**src/rtl/iob_pcie_chnl_host_if.sv**
```systemverilog
// Host/user channel bundle: command and source/sink streams on the host side, RIFFA-style CHNL_* toward user logic.
// master = host/user environment, slave = the channel engine.
interface iob_pcie_chnl_host_if #(
    parameter int DATA_W           = 32,
    parameter int C_PCI_DATA_WIDTH = 64
);
    logic                        cmd_valid_i;
    logic                        cmd_ready_o;
    logic [DATA_W-1:0]           cmd_len_i;
    logic [DATA_W-2:0]           cmd_off_i;
    logic                        cmd_last_i;
    logic [C_PCI_DATA_WIDTH-1:0] src_data_i;
    logic                        src_valid_i;
    logic                        src_ready_o;

    logic                        CHNL_RX_o;
    logic                        CHNL_RX_LAST_o;
    logic [DATA_W-1:0]           CHNL_RX_LEN_o;
    logic [DATA_W-2:0]           CHNL_RX_OFF_o;
    logic [C_PCI_DATA_WIDTH-1:0] CHNL_RX_DATA_o;
    logic                        CHNL_RX_DATA_VALID_o;
    logic                        CHNL_RX_DATA_REN_i;
    logic                        CHNL_RX_ACK_i;

    logic                        CHNL_TX_i;
    logic                        CHNL_TX_LAST_i;
    logic [DATA_W-1:0]           CHNL_TX_LEN_i;
    logic [DATA_W-2:0]           CHNL_TX_OFF_i;
    logic [C_PCI_DATA_WIDTH-1:0] CHNL_TX_DATA_i;
    logic                        CHNL_TX_DATA_VALID_i;
    logic                        CHNL_TX_DATA_REN_o;
    logic                        CHNL_TX_ACK_o;

    logic [C_PCI_DATA_WIDTH-1:0] sink_data_o;
    logic                        sink_valid_o;
    logic                        sink_ready_i;
    logic [DATA_W-1:0]           tx_len_o;
    logic                        tx_last_o;
    logic                        tx_done_o;
    logic                        tx_err_o;

    modport master (
        output cmd_valid_i, cmd_len_i, cmd_off_i, cmd_last_i, src_data_i, src_valid_i,
        output CHNL_RX_DATA_REN_i, CHNL_RX_ACK_i,
        output CHNL_TX_i, CHNL_TX_LAST_i, CHNL_TX_LEN_i, CHNL_TX_OFF_i,
        output CHNL_TX_DATA_i, CHNL_TX_DATA_VALID_i, sink_ready_i,
        input  cmd_ready_o, src_ready_o,
        input  CHNL_RX_o, CHNL_RX_LAST_o, CHNL_RX_LEN_o, CHNL_RX_OFF_o,
        input  CHNL_RX_DATA_o, CHNL_RX_DATA_VALID_o,
        input  CHNL_TX_DATA_REN_o, CHNL_TX_ACK_o,
        input  sink_data_o, sink_valid_o, tx_len_o, tx_last_o, tx_done_o, tx_err_o
    );

    modport slave (
        input  cmd_valid_i, cmd_len_i, cmd_off_i, cmd_last_i, src_data_i, src_valid_i,
        input  CHNL_RX_DATA_REN_i, CHNL_RX_ACK_i,
        input  CHNL_TX_i, CHNL_TX_LAST_i, CHNL_TX_LEN_i, CHNL_TX_OFF_i,
        input  CHNL_TX_DATA_i, CHNL_TX_DATA_VALID_i, sink_ready_i,
        output cmd_ready_o, src_ready_o,
        output CHNL_RX_o, CHNL_RX_LAST_o, CHNL_RX_LEN_o, CHNL_RX_OFF_o,
        output CHNL_RX_DATA_o, CHNL_RX_DATA_VALID_o,
        output CHNL_TX_DATA_REN_o, CHNL_TX_ACK_o,
        output sink_data_o, sink_valid_o, tx_len_o, tx_last_o, tx_done_o, tx_err_o
    );
endinterface

```
**src/rtl/iob_pcie_chnl_host.sv**
```systemverilog
// Host-side RIFFA channel model: independent RX (host->user) and TX (user->host) engines.
// Data beats pass through combinationally (zero latency); each side backpressures via REN / sink_ready.
module iob_pcie_chnl_host #(
    parameter int DATA_W           = 32,
    parameter int C_PCI_DATA_WIDTH = 64
) (
    input  logic                  clk,
    input  logic                  rst_n,
    iob_pcie_chnl_host_if.slave   bus
);
    typedef enum logic [1:0] {R_IDLE, R_REQ, R_DATA}       rx_state_t;
    typedef enum logic [1:0] {T_IDLE, T_DATA, T_WAIT_LOW}  tx_state_t;

    localparam logic [DATA_W-1:0] ONE  = DATA_W'(1);
    localparam logic [DATA_W-1:0] ZERO = '0;

    // (L+1)>>1 without an intermediate carry: L=all-ones yields 2^(DATA_W-1).
    function automatic logic [DATA_W-1:0] beats_of(input logic [DATA_W-1:0] len);
        return (len >> 1) + {{(DATA_W-1){1'b0}}, len[0]};
    endfunction

    rx_state_t         rx_state, rx_state_nxt;
    logic [DATA_W-1:0] rx_cnt, rx_cnt_nxt;
    logic              rx_latch;
    logic              rx_xfer;
    logic [DATA_W-1:0] rx_len;
    logic [DATA_W-2:0] rx_off;
    logic              rx_last;

    tx_state_t         tx_state, tx_state_nxt;
    logic [DATA_W-1:0] tx_cnt, tx_cnt_nxt;
    logic [DATA_W-1:0] tx_beats;
    logic              tx_latch;
    logic              tx_xfer;
    logic [DATA_W-1:0] tx_len;
    logic              tx_last;
    logic              tx_ack, tx_ack_nxt;
    logic              tx_done, tx_done_nxt;
    logic              tx_err, tx_err_nxt;

    logic [C_PCI_DATA_WIDTH-1:0] rx_beat;
    logic [C_PCI_DATA_WIDTH-1:0] tx_beat;

    assign rx_beat = bus.src_data_i;
    assign tx_beat = bus.CHNL_TX_DATA_i;

    // ---------------- RX engine ----------------
    assign rx_xfer = (rx_state == R_DATA) && bus.src_valid_i && bus.CHNL_RX_DATA_REN_i;

    always_comb begin
        rx_state_nxt = rx_state;
        rx_cnt_nxt   = rx_cnt;
        rx_latch     = 1'b0;
        case (rx_state)
            R_IDLE: begin
                if (bus.cmd_valid_i) begin
                    rx_latch     = 1'b1;
                    rx_cnt_nxt   = beats_of(bus.cmd_len_i);
                    rx_state_nxt = R_REQ;
                end
            end
            R_REQ: begin
                if (bus.CHNL_RX_ACK_i) begin
                    rx_state_nxt = (rx_cnt != ZERO) ? R_DATA : R_IDLE;
                end
            end
            R_DATA: begin
                if (rx_xfer) begin
                    if (rx_cnt == ONE) begin
                        rx_cnt_nxt   = ZERO;
                        rx_state_nxt = R_IDLE;
                    end else begin
                        rx_cnt_nxt = rx_cnt - ONE;
                    end
                end
            end
            default: begin
                rx_cnt_nxt   = ZERO;
                rx_state_nxt = R_IDLE;
            end
        endcase
    end

    always_ff @(posedge clk or negedge rst_n) begin
        if (!rst_n) begin
            rx_state <= R_IDLE;
            rx_cnt   <= ZERO;
            rx_len   <= ZERO;
            rx_off   <= '0;
            rx_last  <= 1'b0;
        end else begin
            rx_state <= rx_state_nxt;
            rx_cnt   <= rx_cnt_nxt;
            if (rx_latch) begin
                rx_len  <= bus.cmd_len_i;
                rx_off  <= bus.cmd_off_i;
                rx_last <= bus.cmd_last_i;
            end
        end
    end

    assign bus.cmd_ready_o          = (rx_state == R_IDLE);
    assign bus.CHNL_RX_o            = (rx_state != R_IDLE);
    assign bus.CHNL_RX_LEN_o        = rx_len;
    assign bus.CHNL_RX_OFF_o        = rx_off;
    assign bus.CHNL_RX_LAST_o       = rx_last;
    assign bus.CHNL_RX_DATA_o       = rx_beat;
    assign bus.CHNL_RX_DATA_VALID_o = (rx_state == R_DATA) && bus.src_valid_i;
    assign bus.src_ready_o          = rx_xfer;

    // ---------------- TX engine ----------------
    assign tx_beats = beats_of(bus.CHNL_TX_LEN_i);
    assign tx_xfer  = (tx_state == T_DATA) && bus.CHNL_TX_DATA_VALID_i && bus.sink_ready_i;

    always_comb begin
        tx_state_nxt = tx_state;
        tx_cnt_nxt   = tx_cnt;
        tx_latch     = 1'b0;
        tx_ack_nxt   = 1'b0;
        tx_done_nxt  = 1'b0;
        tx_err_nxt   = 1'b0;
        case (tx_state)
            T_IDLE: begin
                if (bus.CHNL_TX_i) begin
                    tx_latch   = 1'b1;
                    tx_ack_nxt = 1'b1;
                    if (tx_beats != ZERO) begin
                        tx_cnt_nxt   = tx_beats;
                        tx_state_nxt = T_DATA;
                    end else begin
                        tx_done_nxt  = 1'b1;
                        tx_state_nxt = T_WAIT_LOW;
                    end
                end
            end
            T_DATA: begin
                // A final beat landing in the same cycle as TX dropping still completes.
                if (tx_xfer && tx_cnt == ONE) begin
                    tx_cnt_nxt   = ZERO;
                    tx_done_nxt  = 1'b1;
                    tx_state_nxt = T_WAIT_LOW;
                end else if (!bus.CHNL_TX_i) begin
                    tx_cnt_nxt   = ZERO;
                    tx_err_nxt   = 1'b1;
                    tx_state_nxt = T_IDLE;
                end else if (tx_xfer) begin
                    tx_cnt_nxt = tx_cnt - ONE;
                end
            end
            T_WAIT_LOW: begin
                if (!bus.CHNL_TX_i) begin
                    tx_state_nxt = T_IDLE;
                end
            end
            default: begin
                tx_cnt_nxt   = ZERO;
                tx_state_nxt = T_IDLE;
            end
        endcase
    end

    always_ff @(posedge clk or negedge rst_n) begin
        if (!rst_n) begin
            tx_state <= T_IDLE;
            tx_cnt   <= ZERO;
            tx_len   <= ZERO;
            tx_last  <= 1'b0;
            tx_ack   <= 1'b0;
            tx_done  <= 1'b0;
            tx_err   <= 1'b0;
        end else begin
            tx_state <= tx_state_nxt;
            tx_cnt   <= tx_cnt_nxt;
            tx_ack   <= tx_ack_nxt;
            tx_done  <= tx_done_nxt;
            tx_err   <= tx_err_nxt;
            if (tx_latch) begin
                tx_len  <= bus.CHNL_TX_LEN_i;
                tx_last <= bus.CHNL_TX_LAST_i;
            end
        end
    end

    assign bus.sink_data_o        = tx_beat;
    assign bus.sink_valid_o       = (tx_state == T_DATA) && bus.CHNL_TX_DATA_VALID_i;
    assign bus.CHNL_TX_DATA_REN_o = (tx_state == T_DATA) && bus.sink_ready_i;
    assign bus.CHNL_TX_ACK_o      = tx_ack;
    assign bus.tx_len_o           = tx_len;
    assign bus.tx_last_o          = tx_last;
    assign bus.tx_done_o          = tx_done;
    assign bus.tx_err_o           = tx_err;

endmodule

```
**src/flat_wrapper.sv**
```systemverilog
// flat-port wrapper written by rule: the top's interface ports become plain ports
module iob_pcie_chnl_host_flat 
#(
    parameter int DATA_W           = 32,
    parameter int C_PCI_DATA_WIDTH = 64
)
  (clk, rst_n, bus_cmd_valid_i, bus_cmd_len_i, bus_cmd_off_i, bus_cmd_last_i, bus_src_data_i, bus_src_valid_i, bus_CHNL_RX_DATA_REN_i, bus_CHNL_RX_ACK_i, bus_CHNL_TX_i, bus_CHNL_TX_LAST_i, bus_CHNL_TX_LEN_i, bus_CHNL_TX_OFF_i, bus_CHNL_TX_DATA_i, bus_CHNL_TX_DATA_VALID_i, bus_sink_ready_i, bus_cmd_ready_o, bus_src_ready_o, bus_CHNL_RX_o, bus_CHNL_RX_LAST_o, bus_CHNL_RX_LEN_o, bus_CHNL_RX_OFF_o, bus_CHNL_RX_DATA_o, bus_CHNL_RX_DATA_VALID_o, bus_CHNL_TX_DATA_REN_o, bus_CHNL_TX_ACK_o, bus_sink_data_o, bus_sink_valid_o, bus_tx_len_o, bus_tx_last_o, bus_tx_done_o, bus_tx_err_o);
  iob_pcie_chnl_host_if #(.DATA_W(DATA_W), .C_PCI_DATA_WIDTH(C_PCI_DATA_WIDTH)) bus_i ();
  input  logic clk;
  input  logic rst_n;
  input wire logic [$bits(bus_i.cmd_valid_i)-1:0] bus_cmd_valid_i;
  input wire logic [$bits(bus_i.cmd_len_i)-1:0] bus_cmd_len_i;
  input wire logic [$bits(bus_i.cmd_off_i)-1:0] bus_cmd_off_i;
  input wire logic [$bits(bus_i.cmd_last_i)-1:0] bus_cmd_last_i;
  input wire logic [$bits(bus_i.src_data_i)-1:0] bus_src_data_i;
  input wire logic [$bits(bus_i.src_valid_i)-1:0] bus_src_valid_i;
  input wire logic [$bits(bus_i.CHNL_RX_DATA_REN_i)-1:0] bus_CHNL_RX_DATA_REN_i;
  input wire logic [$bits(bus_i.CHNL_RX_ACK_i)-1:0] bus_CHNL_RX_ACK_i;
  input wire logic [$bits(bus_i.CHNL_TX_i)-1:0] bus_CHNL_TX_i;
  input wire logic [$bits(bus_i.CHNL_TX_LAST_i)-1:0] bus_CHNL_TX_LAST_i;
  input wire logic [$bits(bus_i.CHNL_TX_LEN_i)-1:0] bus_CHNL_TX_LEN_i;
  input wire logic [$bits(bus_i.CHNL_TX_OFF_i)-1:0] bus_CHNL_TX_OFF_i;
  input wire logic [$bits(bus_i.CHNL_TX_DATA_i)-1:0] bus_CHNL_TX_DATA_i;
  input wire logic [$bits(bus_i.CHNL_TX_DATA_VALID_i)-1:0] bus_CHNL_TX_DATA_VALID_i;
  input wire logic [$bits(bus_i.sink_ready_i)-1:0] bus_sink_ready_i;
  output wire logic [$bits(bus_i.cmd_ready_o)-1:0] bus_cmd_ready_o;
  output wire logic [$bits(bus_i.src_ready_o)-1:0] bus_src_ready_o;
  output wire logic [$bits(bus_i.CHNL_RX_o)-1:0] bus_CHNL_RX_o;
  output wire logic [$bits(bus_i.CHNL_RX_LAST_o)-1:0] bus_CHNL_RX_LAST_o;
  output wire logic [$bits(bus_i.CHNL_RX_LEN_o)-1:0] bus_CHNL_RX_LEN_o;
  output wire logic [$bits(bus_i.CHNL_RX_OFF_o)-1:0] bus_CHNL_RX_OFF_o;
  output wire logic [$bits(bus_i.CHNL_RX_DATA_o)-1:0] bus_CHNL_RX_DATA_o;
  output wire logic [$bits(bus_i.CHNL_RX_DATA_VALID_o)-1:0] bus_CHNL_RX_DATA_VALID_o;
  output wire logic [$bits(bus_i.CHNL_TX_DATA_REN_o)-1:0] bus_CHNL_TX_DATA_REN_o;
  output wire logic [$bits(bus_i.CHNL_TX_ACK_o)-1:0] bus_CHNL_TX_ACK_o;
  output wire logic [$bits(bus_i.sink_data_o)-1:0] bus_sink_data_o;
  output wire logic [$bits(bus_i.sink_valid_o)-1:0] bus_sink_valid_o;
  output wire logic [$bits(bus_i.tx_len_o)-1:0] bus_tx_len_o;
  output wire logic [$bits(bus_i.tx_last_o)-1:0] bus_tx_last_o;
  output wire logic [$bits(bus_i.tx_done_o)-1:0] bus_tx_done_o;
  output wire logic [$bits(bus_i.tx_err_o)-1:0] bus_tx_err_o;
  assign bus_i.cmd_valid_i = bus_cmd_valid_i;
  assign bus_i.cmd_len_i = bus_cmd_len_i;
  assign bus_i.cmd_off_i = bus_cmd_off_i;
  assign bus_i.cmd_last_i = bus_cmd_last_i;
  assign bus_i.src_data_i = bus_src_data_i;
  assign bus_i.src_valid_i = bus_src_valid_i;
  assign bus_i.CHNL_RX_DATA_REN_i = bus_CHNL_RX_DATA_REN_i;
  assign bus_i.CHNL_RX_ACK_i = bus_CHNL_RX_ACK_i;
  assign bus_i.CHNL_TX_i = bus_CHNL_TX_i;
  assign bus_i.CHNL_TX_LAST_i = bus_CHNL_TX_LAST_i;
  assign bus_i.CHNL_TX_LEN_i = bus_CHNL_TX_LEN_i;
  assign bus_i.CHNL_TX_OFF_i = bus_CHNL_TX_OFF_i;
  assign bus_i.CHNL_TX_DATA_i = bus_CHNL_TX_DATA_i;
  assign bus_i.CHNL_TX_DATA_VALID_i = bus_CHNL_TX_DATA_VALID_i;
  assign bus_i.sink_ready_i = bus_sink_ready_i;
  assign bus_cmd_ready_o = bus_i.cmd_ready_o;
  assign bus_src_ready_o = bus_i.src_ready_o;
  assign bus_CHNL_RX_o = bus_i.CHNL_RX_o;
  assign bus_CHNL_RX_LAST_o = bus_i.CHNL_RX_LAST_o;
  assign bus_CHNL_RX_LEN_o = bus_i.CHNL_RX_LEN_o;
  assign bus_CHNL_RX_OFF_o = bus_i.CHNL_RX_OFF_o;
  assign bus_CHNL_RX_DATA_o = bus_i.CHNL_RX_DATA_o;
  assign bus_CHNL_RX_DATA_VALID_o = bus_i.CHNL_RX_DATA_VALID_o;
  assign bus_CHNL_TX_DATA_REN_o = bus_i.CHNL_TX_DATA_REN_o;
  assign bus_CHNL_TX_ACK_o = bus_i.CHNL_TX_ACK_o;
  assign bus_sink_data_o = bus_i.sink_data_o;
  assign bus_sink_valid_o = bus_i.sink_valid_o;
  assign bus_tx_len_o = bus_i.tx_len_o;
  assign bus_tx_last_o = bus_i.tx_last_o;
  assign bus_tx_done_o = bus_i.tx_done_o;
  assign bus_tx_err_o = bus_i.tx_err_o;
  iob_pcie_chnl_host #(.DATA_W(DATA_W), .C_PCI_DATA_WIDTH(C_PCI_DATA_WIDTH)) u_core (.clk(clk), .rst_n(rst_n), .bus(bus_i));
endmodule
```
**config.mk**
```make
export PLATFORM = sky130hd
export DESIGN_NAME = iob_pcie_chnl_host_flat
export DESIGN_NICKNAME = d
export VERILOG_FILES = /design/src/rtl/iob_pcie_chnl_host_if.sv /design/src/rtl/iob_pcie_chnl_host.sv /design/src/flat_wrapper.sv
export SDC_FILE = /design/constraint.sdc
export NUM_CORES = 1
export LEC_CHECK = 0
export BUFFER_PORTS_ARGS = -buffer_cell sky130_fd_sc_hd__buf_2
export CAP_MARGIN = 20
export CORE_AREA = 2 2 196 198
export DETAILED_ROUTE_END_ITERATION = 10
export DIE_AREA = 0 0 198 200
export SETUP_SLACK_MARGIN = 0.2
export SLEW_MARGIN = 5
export SYNTH_ARGS = -nofsm -noshare
export SYNTH_HDL_FRONTEND = slang
export SYNTH_SLANG_ARGS = --single-unit
```
**constraint.sdc**
```tcl
create_clock -name clk -period 4.7 [get_ports clk]
set_input_delay 0.705 -clock clk [delete_from_list [all_inputs] [get_ports clk]]
set_output_delay 0.705 -clock clk [all_outputs]
set_load 0.02 [all_outputs]
```
# After elaboration in Yosys (flattened, before gate mapping)
# Cells that the tools add are included.
# Widths: inputs -> output; s select.
[classes] addsub=4 n_eq_ne=13 mux=32 bitwise_logic=2 n_reduce_logical=14
[op_table] cell="$mux 32" count=8
[op_table] cell="$pmux 32 s3" count=2
[op_table] cell="$add 31x1->32" count=2
[op_table] cell="$eq 32x1->1 const B" count=2
[op_table] cell="$reduce_bool 32->1" count=2
[op_table] cell="$sub 32x1->32 const B" count=2
[op_table] cell="$mux 2" count=9
[op_table] cell="$pmux 2 s3" count=2
[op_table] cell="$mux 1" count=10
[op_table] cell="$ne 2x2->1 const B" count=5
[op_table] cell="$reduce_and 4->1" count=2
[op_table] cell="$logic_and 1x1->1" count=6
[op_table] cell="$eq 2x1->1 const B" count=2
[op_table] cell="$eq 2x2->1 const B" count=2
[op_table] cell="$logic_not 2->1" count=2
[op_table] cell="$ne 4x3->1 const B" count=1
[op_table] cell="$reduce_and 3->1" count=1
[op_table] cell="$ne 2x1->1 const B" count=1
[op_table] cell="$not 1->1" count=2
[op_table] cell="$pmux 1 s2" count=1
[op_table] cell="$reduce_bool 2->1" count=1
[word_totals] ff_bits=168 inputBits=265 out_inout_bits=234

# Longest topological paths before layout
[depth] word_depth=7 depth_mapped=13 ltp_nobuf=10

# Least setup slack after synthesis
# No wires, ideal clock.
[synth_timing] path_type="input-to-reg" from="input bus_CHNL_TX_LEN_i[0]" to="register u_core.tx_cnt[30]" setup_time_ns=0.125 arrival_ns=3.068 required_ns=4.575 slack_ns=1.507 stages=11 cell_sequence="ha_1 > ha_1 > buf_2 > nand4_1 > or2_2 > or4_1 > a22oi_1 > o211a_1 > nand4_2 > a21oi_2 > mux2_2"
[synth_between] elab_chain_len=4 elab_cells_between_ends=7 cone_classes="1 x add/sub; 1 x eq/ne; 3 x mux; 2 x reduce/logical"
[synth_rtl] item="start, declared" line_no="flat_wrapper.sv:21" text="input wire logic [$bits(bus_i.CHNL_TX_LEN_i)-1:0] bus_CHNL_TX_LEN_i;"
[synth_rtl] item="$add 31x1->32 *" line_no="iob_pcie_chnl_host.sv:19" text="return (len >> 1) + {{(DATA_W-1){1'b0}}, len[0]};"
[synth_rtl] item="$reduce_bool 32->1 or $mux 32 (tied branches)" line_no="iob_pcie_chnl_host.sv:127" text="if (tx_beats != ZERO) begin"
[synth_rtl] item="$ne 2x1->1 (no line) or $mux 32 (tied branches)"
[synth_rtl] item="$reduce_and 4->1 (no line) or $pmux 32 s3 (tied branches)"
[synth_rtl] item="end signal, assigned" line_no="iob_pcie_chnl_host.sv:173" text="tx_cnt <= tx_cnt_nxt;"
[synth_rtl] item="end, declared" line_no="iob_pcie_chnl_host.sv:31" text="logic [DATA_W-1:0] tx_cnt, tx_cnt_nxt;"
# Every way passes the cells marked *; elsewhere a longest branch is shown, timed or not. The select of a mux whose other input is x is not followed.
# A chain may end at the register's enable or synchronous reset.

# Worst setup path after layout
[layout_timing] from="register u_core.tx_cnt[15]" to="register u_core.tx_cnt[13]"
[layout_between] elab_chain_len=4 elab_cells_between_ends=6 cone_classes="2 x eq/ne; 2 x mux; 2 x reduce/logical"
[layout_rtl] item="$eq 32x1->1 *" line_no="iob_pcie_chnl_host.sv:138" text="if (tx_xfer && tx_cnt == ONE) begin"
[layout_rtl] item="$logic_and 1x1->1 *" line_no="iob_pcie_chnl_host.sv:138"
[layout_rtl] item="$ne 4x3->1 (no line) or $mux 32 (tied branches)"
[layout_rtl] item="$reduce_and 4->1 (no line) or $pmux 32 s3 (tied branches)"
# Every way passes the cells marked *; elsewhere a longest branch is shown, timed or not.

==> flow_summary.ini <==
[outcome]
status = complete, no violations

[min_path]
hold_class = in -> async

[clock_network]
clkTransAtPathRegs_ns = 0.08
cts_tree = done
numCtsBuffers = 17
clk_latency_ns = 0.45
cts_root_buffer = clkbuf_16
cts.htree.levels = 4
hold_buffers = 0
clock_path_buffers = 2
cts_resized = 0
cts_setup_buffers = 0
clock-sinks = 168

[pwr]
p_per_area_mw_per_mm2 = 518
power_w = 0.00614
vdd_drop_max_mv = 0.274
total_leakage_power_nw = 5.53

[routing]
drtIter0Drc = 555
final_antenna_net_count = 0
routed-via-count = 9522
vias_per_cell = 5.08
routedWlPerCell_um = 16.2
firstDrtPassIters = 5
drc_errors = 0
routed_wl_um = 30400

[run]
maxCapViolations = 0

[setup_path]
worstPathArrival_ns = 4.01
path_class = reg -> reg
r2r-start = u_core.tx_cnt[15]
worstSetupEndpointType = flip-flop
crit_fanout = 22
cp.required_ns = 5.04
critPathLaunch = u_core.tx_cnt[15]
cp-start-kind = flip-flop

[placement]
portBuffers = 211
dp.cells = 1840
gp_congestion = 0.875
post-dp-hpwl_um = 21800
pre_cts_slack_ns = 0.735
dpl_cell_area_mm2 = 0.0113

[logic_synthesis]
netlist_instances = 1302
synthArstFlopShare = 1.00
syn_avg_cell_area_um2 = 8.21
synth_warnings = 0
synth-edff-count = 0
ys_ff_latch = 168
syn-cell-area_mm2 = 0.0107
syn_nets = 1575
synthFlopType = dfrtp_1
yosysSeqAreaShare = 0.393
synthDistinctLibCells = 62

[floorplan]
coreArea_mm2 = 0.0374
io_pins = 499
die_area_mm2 = 0.0396
num_rows = 71
chipWidth_um = 198
initial_core_util = 0.286
die_h_um = 200

[timing]
worst_slack_ns = 1.03
final_hold_viol_count = 0
finalCritPeriodShare = 0.781
tightest_slew_ns = 1.12
finalSetupViolations = 0
rsz0062_at_grt = no
slew_viol_final = 0
final.setup.tns_ns = 0
fmax_ghz = 0.272
max_slew_margin = 0.251
fin_worst_skew_ns = 0.0135
timing.final.crit_period_ns = 3.67

[finish]
final_cell_mix = 347 x nand2_1, 210 x buf_2, 168 x dfrtp_1
nNetsFinal = 1621
final_common_cell = nand2_1
drive_above_1_share = 0.214
area_delta_synth_final_pct = 10.9
final_cells = 1873
fillers = 3989
post-route-cell-area_mm2 = 0.0119

[grt]
grt_overflow = 0
grt.total_usage = 0.153
grt_pass1_vias = 9155
antenna_found_initial = 0
grt_max_degree = 90
grt_pass1_wl_um = 48400
## cell usage after synthesis (6+ instances only)
master     number  share of area
a21oi_1        31          0.015
and2_1          6         0.0035
o2bb2ai_1      16          0.013
or3_1          11         0.0064
nand4_1        23          0.013
dfrtp_1       168           0.39
o21ai_0        61          0.029
clkbuf_1       51          0.018
o211ai_1        7         0.0049
nand2b_1        6         0.0035
o32ai_1        11         0.0090
o221ai_1       12         0.0098
inv_1          19         0.0067
o211ai_2        7         0.0082
a31oi_1         9         0.0053
nand3_1        32          0.015
nand2_1       348           0.12
a22o_1         24          0.020
and3_1         17          0.010
or4_1           6         0.0042
buf_4         130          0.091
o22ai_1        16         0.0094
buf_2          18         0.0084
nor2_1         52          0.018
xnor2_1        34          0.028
and4_1          6         0.0049
or2_2           6         0.0035
a22oi_1         9         0.0063
xor2_1         29          0.024
nor3_1         42          0.020
nor4_1         25          0.015
ha_1            8         0.0094
## flip-flops by register name, summed over array words and instances (netlist names)
register,cells
u_core.bus.CHNL_RX_LAST_o,1
u_core.bus.CHNL_RX_LEN_o,32
u_core.bus.CHNL_RX_OFF_o,31
u_core.bus.CHNL_TX_ACK_o,1
u_core.bus.tx_done_o,1
u_core.bus.tx_err_o,1
u_core.bus.tx_last_o,1
u_core.bus.tx_len_o,32
u_core.rx_cnt,32
u_core.rx_state,2
u_core.tx_cnt,32
u_core.tx_state,2
## power breakdown
part	internal [W]	switching [W]
Clock	0.000796	0.000670
Sequential	0.00189	0.000309
Combinational	0.000825	0.00165
## layer usage
layer,wire (um),vias up,GRT usage
li1,-,4505,-
met1,13300,4569,0.196
met2,14200,405,0.251
met3,2500,43,0.0450
met4,422,0,0.0440
met5,0,-,0
## metrics by stage
stage | hold WS [ns] | util
finish | 0.322 | 0.317
global route | 0.399 | 0.317
CTS | 0.362 | 0.317
detailed placement | 0.456 | 0.301
global placement | 0.454 | 0.301
floorplan | 0.409 | -
## final timing paths
path	end	slack, ns	cells past startpoint
worst max register to register	u_core.tx_cnt[13]	1.03	8
max in group asynchronous	u_core.bus.tx_len_o[6]	3.41	2
worst max-delay path	u_core.tx_cnt[13]	1.03	8
min in group clk	u_core.bus.CHNL_RX_OFF_o[11]	0.44	3
worst min register to register	u_core.bus.CHNL_RX_OFF_o[19]	0.47	2
worst min-delay path	u_core.rx_cnt[9]	0.32	1
## cell type report
class | count | area (um2) | share of cell area
flip-flops and latches | 168 | 4200 | 0.355
well taps | 511 | 639 | 0.0539
multi-input cells | 910 | 5120 | 0.432
repair buffers | 231 | 1220 | 0.103
inverters | 20 | 75.1 | 0.00633
clock buffers | 17 | 425 | 0.0359
clock inverters | 15 | 164 | 0.0138
diodes | 1 | 2.50 | 0.000211
## cell families after synthesis
kind of cell,share of synthesized area
xor gates and xnor gates,0.0516
buffers and inverters,0.128
adders and majority gates,0.00937
AOI/OAI and AO/OA,0.153
muxes,0.00995
DFF,0.393
and+or+nand+nor,0.254
## worst max-delay path, stage by stage (launching register included)
cell and delay (ns):
dfrtp_1 0.45, nor4_1 0.47, nand3_1 0.22, nor3_1 0.74
nand3_1 0.34, and3_1 0.58, nand2_1 0.28, o32ai_1 0.10
a221o_1 0.37
No activity file was read; power rests on OpenSTA's default activity.
